`config.mk`:
```
export PLATFORM = sky130hd
export DESIGN_NAME = my_slave_mem
export DESIGN_NICKNAME = d
export VERILOG_FILES = /design/src/rtl/my_slave_pkg.sv /design/src/rtl/my_slave_csr.sv /design/src/rtl/my_slave_mem.sv
export SDC_FILE = /design/constraint.sdc
export NUM_CORES = 2
export LEC_CHECK = 0
export CAP_MARGIN = 20
export CORE_MARGIN = 2
export CORE_UTILIZATION = 45
export DETAILED_ROUTE_END_ITERATION = 8
export PLACE_DENSITY = 0.67
export SLEW_MARGIN = 20
export SYNTH_ARGS = -nofsm -noshare
export SYNTH_HDL_FRONTEND = slang
export SYNTH_SLANG_ARGS = --single-unit
```
`constraint.sdc`:
```
create_clock -name CLK -period 9.9 [get_ports CLK]
set_input_delay 1.485 -clock CLK [delete_from_list [all_inputs] [get_ports CLK]]
set_output_delay 1.485 -clock CLK [all_outputs]
set_load 0.02 [all_outputs]
```
`src/rtl/my_slave_pkg.sv`:
```
// -----------------------------------------------------------------------------
// my_slave_pkg
// Shared definitions for the my_if responder (my_slave_mem):
//   - CSR byte offsets relative to the CSR block base
//   - bit position of the write-protect flag inside CTRL
//   - address decode result type used by the top level and the CSR block
// -----------------------------------------------------------------------------
package my_slave_pkg;

    localparam logic [31:0] CTRL_OFS    = 32'h0000_0000;
    localparam logic [31:0] ERR_OFS     = 32'h0000_0004;
    localparam logic [31:0] ACC_OFS     = 32'h0000_0008;
    localparam int          CTRL_WP_BIT = 0;

    // Error counter saturates here instead of wrapping.
    localparam logic [15:0] ERR_CNT_MAX = 16'hFFFF;

    typedef enum logic [2:0] {
        DEC_RAM,
        DEC_CTRL,
        DEC_ERR,
        DEC_ACC,
        DEC_BAD
    } dec_e;

endpackage : my_slave_pkg

```
`src/rtl/my_slave_csr.sv`:
```
// -----------------------------------------------------------------------------
// my_slave_csr
// Control/status registers of the my_if responder.
//   CTRL    : bit0 = WP (write-protect RAM), other bits read 0
//   ERR_CNT : 16-bit saturating error counter, any write clears it
//   ACC_CNT : 32-bit wrapping count of successful accesses, read-only
// Ports:
//   clk        in   clock, all state on posedge
//   rst        in   synchronous reset, active-high
//   write      in   request is a write
//   dec        in   decoded target of the current request
//   wp_wdata   in   write-data bit that lands in CTRL.WP
//   acc_ok     in   strobe: current request succeeds (already gated by SEL/RST)
//   acc_err    in   strobe: current request fails   (already gated by SEL/RST)
//   wp         out  current write-protect flag
//   csr_rdata  out  read data of the addressed CSR (pre-update values)
// -----------------------------------------------------------------------------
module my_slave_csr
    import my_slave_pkg::*;
(
    input  logic        clk,
    input  logic        rst,
    input  logic        write,
    input  dec_e        dec,
    input  logic        wp_wdata,
    input  logic        acc_ok,
    input  logic        acc_err,
    output logic        wp,
    output logic [31:0] csr_rdata
);

    logic [15:0] err_cnt;
    logic [31:0] acc_cnt;

    // NOTE: sequential state uses non-blocking assignments so every register
    // samples the pre-edge values; reads in the same cycle see old contents.
    always_ff @(posedge clk) begin
        if (rst) begin
            wp      <= 1'b0;
            err_cnt <= '0;
            acc_cnt <= '0;
        end else begin
            if (acc_ok && write && dec == DEC_CTRL) begin
                wp <= wp_wdata;
            end

            if (acc_ok && write && dec == DEC_ERR) begin
                err_cnt <= '0;
            end else if (acc_err && err_cnt != ERR_CNT_MAX) begin
                err_cnt <= err_cnt + 16'd1;
            end

            // Natural 32-bit wrap from all-ones back to zero.
            if (acc_ok) begin
                acc_cnt <= acc_cnt + 32'd1;
            end
        end
    end

    // NOTE: every combinational output gets a default first so no latch is
    // inferred on the decode paths that do not select a CSR.
    always_comb begin
        csr_rdata = '0;
        unique case (dec)
            DEC_CTRL: csr_rdata[CTRL_WP_BIT] = wp;
            DEC_ERR:  csr_rdata = {16'b0, err_cnt};
            DEC_ACC:  csr_rdata = acc_cnt;
            default:  csr_rdata = '0;
        endcase
    end

endmodule : my_slave_csr

```
`src/rtl/my_slave_mem.sv`:
```
// -----------------------------------------------------------------------------
// my_slave_mem
// Responder end of the my_if request/response bus: word-addressed RAM plus
// three CSRs (CTRL, ERR_CNT, ACC_CNT). One request per cycle, zero wait
// states; the response is registered and visible in the cycle after the
// request edge.
// Ports:
//   CLK       in   clock, all logic on posedge
//   RST       in   synchronous reset, active-high; drops the sampled request
//   SEL       in   request valid this cycle
//   WRITE     in   1 = write, 0 = read (qualified by SEL)
//   ADDR      in   byte address
//   WDATA     in   write data
//   RDATA     out  read data (0 for writes and errors)
//   OKAY      out  1 = request succeeded
//   RESP_VLD  out  SEL delayed one cycle, for checkers
// -----------------------------------------------------------------------------
module my_slave_mem
    import my_slave_pkg::*;
#(
    parameter int          DEPTH     = 64,
    parameter logic [31:0] BASE_ADDR = 32'h0000_0000,
    parameter logic [31:0] CSR_ADDR  = 32'h0000_1000
) (
    input  logic        CLK,
    input  logic        RST,
    input  logic        SEL,
    input  logic        WRITE,
    input  logic [31:0] ADDR,
    input  logic [31:0] WDATA,
    output logic [31:0] RDATA,
    output logic        OKAY,
    output logic        RESP_VLD
);

    localparam int          AW        = $clog2(DEPTH);
    localparam logic [31:0] RAM_BYTES = 32'(4 * DEPTH);

    dec_e          dec;
    logic          req_err;
    logic          acc_ok;
    logic          acc_err;
    logic          wp;
    logic [31:0]   csr_rdata;
    logic [31:0]   rd_data;
    logic [AW-1:0] ram_idx;
    logic [31:0]   mem [DEPTH];

    assign ram_idx = ADDR[AW+1:2];

    // Address decode. The RAM window test uses an unsigned offset so that
    // addresses below BASE_ADDR wrap to a large value and fall outside.
    always_comb begin
        dec = DEC_BAD;
        if (ADDR[1:0] == 2'b00) begin
            if ((ADDR - BASE_ADDR) < RAM_BYTES) begin
                dec = DEC_RAM;
            end else if (ADDR == CSR_ADDR + CTRL_OFS) begin
                dec = DEC_CTRL;
            end else if (ADDR == CSR_ADDR + ERR_OFS) begin
                dec = DEC_ERR;
            end else if (ADDR == CSR_ADDR + ACC_OFS) begin
                dec = DEC_ACC;
            end
        end
    end

    // Unmapped/misaligned, protected RAM write, or write to read-only ACC_CNT.
    assign req_err = (dec == DEC_BAD)
                   || (WRITE && dec == DEC_RAM && wp)
                   || (WRITE && dec == DEC_ACC);

    // A request sampled during reset is dropped: no strobes, no updates.
    assign acc_ok  = SEL && !RST && !req_err;
    assign acc_err = SEL && !RST &&  req_err;

    my_slave_csr u_csr (
        .clk       (CLK),
        .rst       (RST),
        .write     (WRITE),
        .dec       (dec),
        .wp_wdata  (WDATA[CTRL_WP_BIT]),
        .acc_ok    (acc_ok),
        .acc_err   (acc_err),
        .wp        (wp),
        .csr_rdata (csr_rdata)
    );

    // NOTE: the RAM array is deliberately left out of reset; clearing a memory
    // needs a sequencer, and only the registers around it must start defined.
    always_ff @(posedge CLK) begin
        if (acc_ok && WRITE && dec == DEC_RAM) begin
            mem[ram_idx] <= WDATA;
        end
    end

    assign rd_data = (dec == DEC_RAM) ? mem[ram_idx] : csr_rdata;

    // Response registers; writes and errors return zero data.
    always_ff @(posedge CLK) begin
        if (RST) begin
            RDATA    <= '0;
            OKAY     <= 1'b0;
            RESP_VLD <= 1'b0;
        end else begin
            RESP_VLD <= SEL;
            OKAY     <= acc_ok;
            RDATA    <= (acc_ok && !WRITE) ? rd_data : 32'h0;
        end
    end

endmodule : my_slave_mem
```
==> results.md <==
* CP endpoint: mem[57][23]
* Clock skew at ~0.050 ns
* Fin. Hold Viols at 0
* Pwr dens at about 200 nW/um^2
* Hold Crit Start: u_csr.acc_cnt[31]
* Critical-path cell list: clkdlybuf4s50_1 > buf_4 > or3_2 > buf_4 > o21a_1 > nor4_4 > and3_1 > nand3_1 > nor2_4 > buf_4
* Chip width at about 430 um
* Cell mode on critical path: buf_4
* HPWL Detailed at 141 mm
* Crit-path max cell delay at between 0.8 and 0.9 ns
* TritonCTS clock tree: done
* Slowest cell on crit path: nand3_1
* Worst min path class: flop to flop
* GRT Residual Overflow at 0
* Total vias in the final route at approximately 45k
* Gate Count Post-Synth at 4200
* Drt first pass iters at 6
* Crit. End Element: flop
* Warnings, synthesis at 0
* #FFs+latches synth at around 2.1k
* Flop2flop setup slack at about 5.8 ns
* Root Driver: clkbuf_16
* # rows at around 160
* Die ar. at between 150000 and 200000 sq um
* Crit path launch: ADDR[6]
* Pin count of the biggest net entering global routing at 97
* Worst slew pin tran at around 1.2 ns
* Setup TNS at 0 ns
* Req. time, crit path at between 10 and 15 ns
* Hold-fix buffer count after cts at 0
* Die H at roughly 430 um
* R2r endpoint: mem[57][23]
* Clock Tree Buf Depth at 3
* Core area at ~180000 sq um
* Setup crit start kind: input pin
* Layout cell share with drive strength beyond 1 at 21.7%
* IO buf count at roughly 100
* CP Buf/Inv Count at 4
* Synth Flop Type: edfxtp_1
* Clk_lat worst skew at between 0.8 and 0.9 ns
* Distinct cells, synth at between 60 and 70
* Crit path depth at 10
* First-pass GRT wire length at around 330 mm
* Total Routed Length at about 240 mm
* Post-synthesis sequential area ratio at between 70% and 80%
* DRT iter0 DRCs at 7530
* Worst R2R Path Depth at 7
* Final core utilization at 51.5%
* Vias in the first global route at 42.6k
* DRC violations left at 0
* Fill cells at roughly 14k
* Slew HR at approximately 18%
* Status: finished clean
* Starting Density at a little under half
* Post-synth EDFFs at just over 2k
* Number of buffers inserted during clock tree synthesis at ~210
* CTS Sinks at between 2k and 2.5k
* Max-Cap Viols at 0
* Pleak at 0.0296 uW
* Final setup fails at 0
* CP Class: input pin to flop
* Clk slew on worst S/H paths at 0.06 ns
* Crit Path Max Fanout at 26
* Ports at 102
* Peak VDD IR at 163 uV
* GPL Wtd Cong at 0.900
* Initial antenna violation count at 20
* Asr flop ratio synth at 0%
* Via-to-Cell Ratio at roughly 6.4
* Worst R2R Start: u_csr.wp
* Min Clock Period, post-route at roughly 6 ns
* Number of nets in the layout at 4500
* Area growth, synth to finish at 14.1%
* GRT Util Overall at 25.2%
* DRT antenna net count at 0
* Wire length per cell at ~34 um
* Synthesized Nets at approximately 4.3k
* Final Max Slew Viols at 0
* CP arrival at about 6.5 ns
* Synthesized area per cell at a little under 20 sq um
* Achievable Freq at about 170 MHz
* Top delay family on crit path: simple AND/OR/NAND/NOR gates
* Synthesized cell area at about 83000 sq um
* Total power at about 18000 uW
* RSZ-0062 raised after global routing: no
* Final Cycle Share at between 60 and 70%
* Post-CTS setup buffer count at 0
* Cts repair resizes at 0
* H-tree depth at 4
-- placed cells by master (no fill, tap or decap), types with 10 or more instances in the layout --
| master | n |
|---|---|
| nor4_1 | 12 |
| o31ai_1 | 20 |
| mux4_2 | 373 |
| nand2b_1 | 13 |
| a311oi_1 | 22 |
| o211ai_1 | 15 |
| inv_1 | 11 |
| a221oi_1 | 49 |
| clkbuf_1 | 48 |
| a22oi_1 | 80 |
| o21ai_0 | 71 |
| mux2i_1 | 288 |
| or4_1 | 10 |
| a211oi_1 | 34 |
| nor2b_1 | 15 |
| nor3_1 | 17 |
| edfxtp_1 | 2048 |
| clkbuf_16 | 206 |
| buf_16 | 15 |
| buf_4 | 133 |
| nand4_1 | 30 |
| nand2_1 | 176 |
| and3_1 | 20 |
| buf_12 | 22 |
| nand3_1 | 71 |
| clkinv_2 | 42 |
| nor2_1 | 86 |
| dfxtp_1 | 83 |
| nor2_4 | 65 |
| buf_2 | 27 |
| and2_1 | 12 |
| or3_1 | 17 |
| o2111ai_1 | 14 |
| clkinv_1 | 47 |
| clkdlybuf4s50_1 | 65 |
| a21oi_1 | 108 |
| o22ai_1 | 43 |
| mux2_2 | 56 |
| bufinv_16 | 10 |
-- stage by stage --
stage	instance area, sq um	hold WS, ns	setup slack, ns	instances
6_report	94200	0.499	3.93	6994
4_1_cts	93800	0.492	4.09	6974
3_3_place_gp	87000	0.470	3.11	6575
5_1_grt	94100	0.523	3.81	6990
3_5_place_dp	87400	0.482	3.21	6593
2_1_floorplan	82500	0.452	4.71	4200
-- flip-flops by register name, indices dropped and copies added (netlist names) --
name and cells:
u_csr.acc_cnt 32, RESP_VLD 1, u_csr.wp 1, RDATA 32, OKAY 1, mem 2048
u_csr.err_cnt 16
-- kinds of logic (layout without fill, tap and decap cells) --
logic type	after synthesis	after routing	share of synthesized area [%]
buf+inv	253	657	1.31
flops	2131	2131	76.5
mux	717	717	14.4
simple gates	574	574	3.30
compound gates	508	508	4.23
xor+xnor	15	15	0.159
other cells	0	5	0
fa+ha+maj	2	2	0.0303
-- power breakdown --
part	total, uW	switching (uW)	leakage (uW)	internal [uW]
clock	7540	3390	0.00315	4150
sequential	9870	0.992	0.0191	9870
combinational	932	652	0.00737	280
-- synthesized netlist by cell type, types with 56 or more instances --
| cell type | count | area share [%] |
|---|---|---|
| nor2_1 | 152 | 0.69 |
| nand2_1 | 176 | 0.80 |
| mux4_2 | 373 | 10 |
| a22oi_1 | 80 | 0.73 |
| clkbuf_1 | 120 | 0.55 |
| o21ai_0 | 71 | 0.43 |
| a21oi_1 | 108 | 0.65 |
| buf_2 | 77 | 0.47 |
| mux2_2 | 56 | 0.76 |
| nand3_1 | 71 | 0.43 |
| mux2i_1 | 288 | 3.5 |
| edfxtp_1 | 2048 | 75 |
| dfxtp_1 | 83 | 2.0 |
-- worst reg2reg max path: cells and delay by family (launching register included) --
kind	cells	cell delay, ns
AND/OR/NAND/NOR	5	2.64
buffers and inverters	1	0.46
flip-flops	1	0.33
AO/OA/AOI/OAI	1	0.26
-- worst min-delay path by stage --
stage          cells past startpoint                end
6_report                           2  u_csr.acc_cnt[31]
5_1_grt                            2  u_csr.acc_cnt[31]
4_1_cts                            2  u_csr.acc_cnt[31]
3_5_place_dp                       2  u_csr.acc_cnt[31]
3_3_place_gp                       2  u_csr.acc_cnt[31]
2_1_floorplan                      2  u_csr.acc_cnt[31]
-- cell type report --
cell class | instances | area (sq um) | area share (%)
Antenna cell | 5 | 12.5 | 0.0133
Clock buffer | 259 | 5400 | 5.74
Clock inverter | 122 | 1010 | 1.08
Inverter | 12 | 50.0 | 0.0532
Multi-Input combinational cell | 1816 | 18900 | 20.0
Sequential cell | 2131 | 63200 | 67.1
Tap cell | 2385 | 2980 | 3.17
Timing Repair Buffer | 264 | 2670 | 2.83
-- metal layers --
layer  vias to the layer above  global-route usage, %  part of all wire (%)
met1                     23500                   36.2                    39
li1                      17900                      -                     -
met4                         8                   8.17                   3.4
met5                         -                      0                 0.024
met2                      3009                   37.8                    45
met3                       411                   6.62                    13
Note: power is estimated with default switching activity, not from simulation.
==> edit: new RTL, config.mk and constraints unchanged <==
`DEPTH`: 64 -> 32.
--- a/src/rtl/my_slave_mem.sv
+++ b/src/rtl/my_slave_mem.sv
@@ -18,7 +18,7 @@
 module my_slave_mem
     import my_slave_pkg::*;
 #(
-    parameter int          DEPTH     = 64,
+    parameter int          DEPTH     = 32,
     parameter logic [31:0] BASE_ADDR = 32'h0000_0000,
     parameter logic [31:0] CSR_ADDR  = 32'h0000_1000
 ) (
Function: changed (Yosys sat finds a counterexample within 4 cycles, from zero or initial values and one cycle with RST high).
==> edit against the unedited design <==
Combinational power is 56% lower; cell area is 47% lower; synthesized cell count is 40% lower; routed wire length is 50% lower; total power is 47% lower; synthesized area is 48% lower; global-route usage is 1.6 points lower; worst setup slack better by 0.54 ns; sequential power is 48% lower; highest routed layer is now met4; final cell count is 43% lower; critical path depth is 3 lower; sequential cell count is 1024 lower.
==> edit: results (changes against the unedited design) <==
sequential share of power=0.522 (-0.016); Signal buf overhead=0.0400 (+0.0117); outcome=finished clean; share of layout cells above drive strength 1=0.119 (-0.0984); CTS buffer count=107 (-48%); Pleak=16.7 nW (-44%); GRT Resource Usage Total=0.236 (-0.0161); GR Layer Usage met1=0.347 (-0.0144); Top Metal Used=met4; net count reported at finish=2706 (-40%); largest cells by area after synthesis=edfxtp_1, mux2i_1, dfxtp_1, o22ai_1, nor4_1; Final clock-cell share=0.0743 (+0.00617); clk_skew=0.0255 ns (-0.0240 ns); Met1 Routed Length=48.0 mm (-47%); critical path arrival=5.71 ns (-0.74 ns); Post-DP Area=45700 um2 (-48%); multi-input combinational area share=0.202 (+0.00139); post-synthesis compound-gate area fraction=0.0614 (+0.0191); Iter 0 DRT Violations=3369 (-55%); switching pwr=2.05 mW (-49%); Layout clock buffers=129 (-50%); register area=32400 um2 (-49%); Synth Net Count=2575 (-40%); reg2reg setup slack=6.29 ns (+0.48 ns); # diodes=0 (-5); Sw Share=0.209 (-0.0113); maximum vdd drop=0.124 mV (-24%); Area Overhead vs Synth=16.2%; vias per cell=6.15 (-4.1%); Post-Synth Adder-Cell Area=0.000584 (+0.000281); DR vias=24600 (-45%); #MultiIn Comb=1234 (-32%); Post-synth EDFFs=1024 (-50%); R2R Path End=mem[20][22]$_DFFE_PP_; initial antenna violation count=2 (-90%); largest net degree at the start of global routing=123 (+27%); M3 GR Usage=0.0639 (-0.00227); Post-Synth XOR/XNOR Area=0.000409 (-0.00118); met3 WL=14.4 mm (-52%); Tap Cells=1265 (-47%); biggest registers after layout=mem (1024), RDATA (32), u_csr.acc_cnt (32); Yosys cell types=59 (-12%); Synth Area per Inst=17.1 um2 (-13%); first-pass GRT wire length=168 mm (-49%); Routability Congestion=0.880 (-2.3%); Slew @ Worst Pin=1.25 ns (+0.0227 ns)
==> edit: cell count changes after synthesis, sizes merged, moves of 52 or more <==
| cell | before | now |
|---|---|---|
| buf | 121 | 68 |
| edfxtp | 2048 | 1024 |
| nand2 | 176 | 53 |
| mux4 | 373 | 0 |
| nor2 | 152 | 41 |
| mux2 | 56 | 1 |
| a22oi | 80 | 15 |
| o22ai | 43 | 256 |
| o21ai | 71 | 15 |
| a21oi | 108 | 45 |
| nor4 | 17 | 74 |
| nand3 | 71 | 19 |
| mux2i | 288 | 515 |
==> edit: cells by family (layout without fill, tap and decap cells) <==
logic type,count (synthesis),in the layout
compound gates,404,404
xor+xnor,2,2
fa+ha+maj,2,2
buf+inv,164,390
flops,1107,1107
mux,516,516
simple gates,310,310
==> edit: worst max-delay path, cell delays in order <==
cell and delay [ns]:
clkdlybuf4s50_1 0.98, nor3_1 0.50, o21a_1 0.30, o2111ai_2 0.27
inv_2 0.24, nand3_1 0.77, nor2_4 1.15
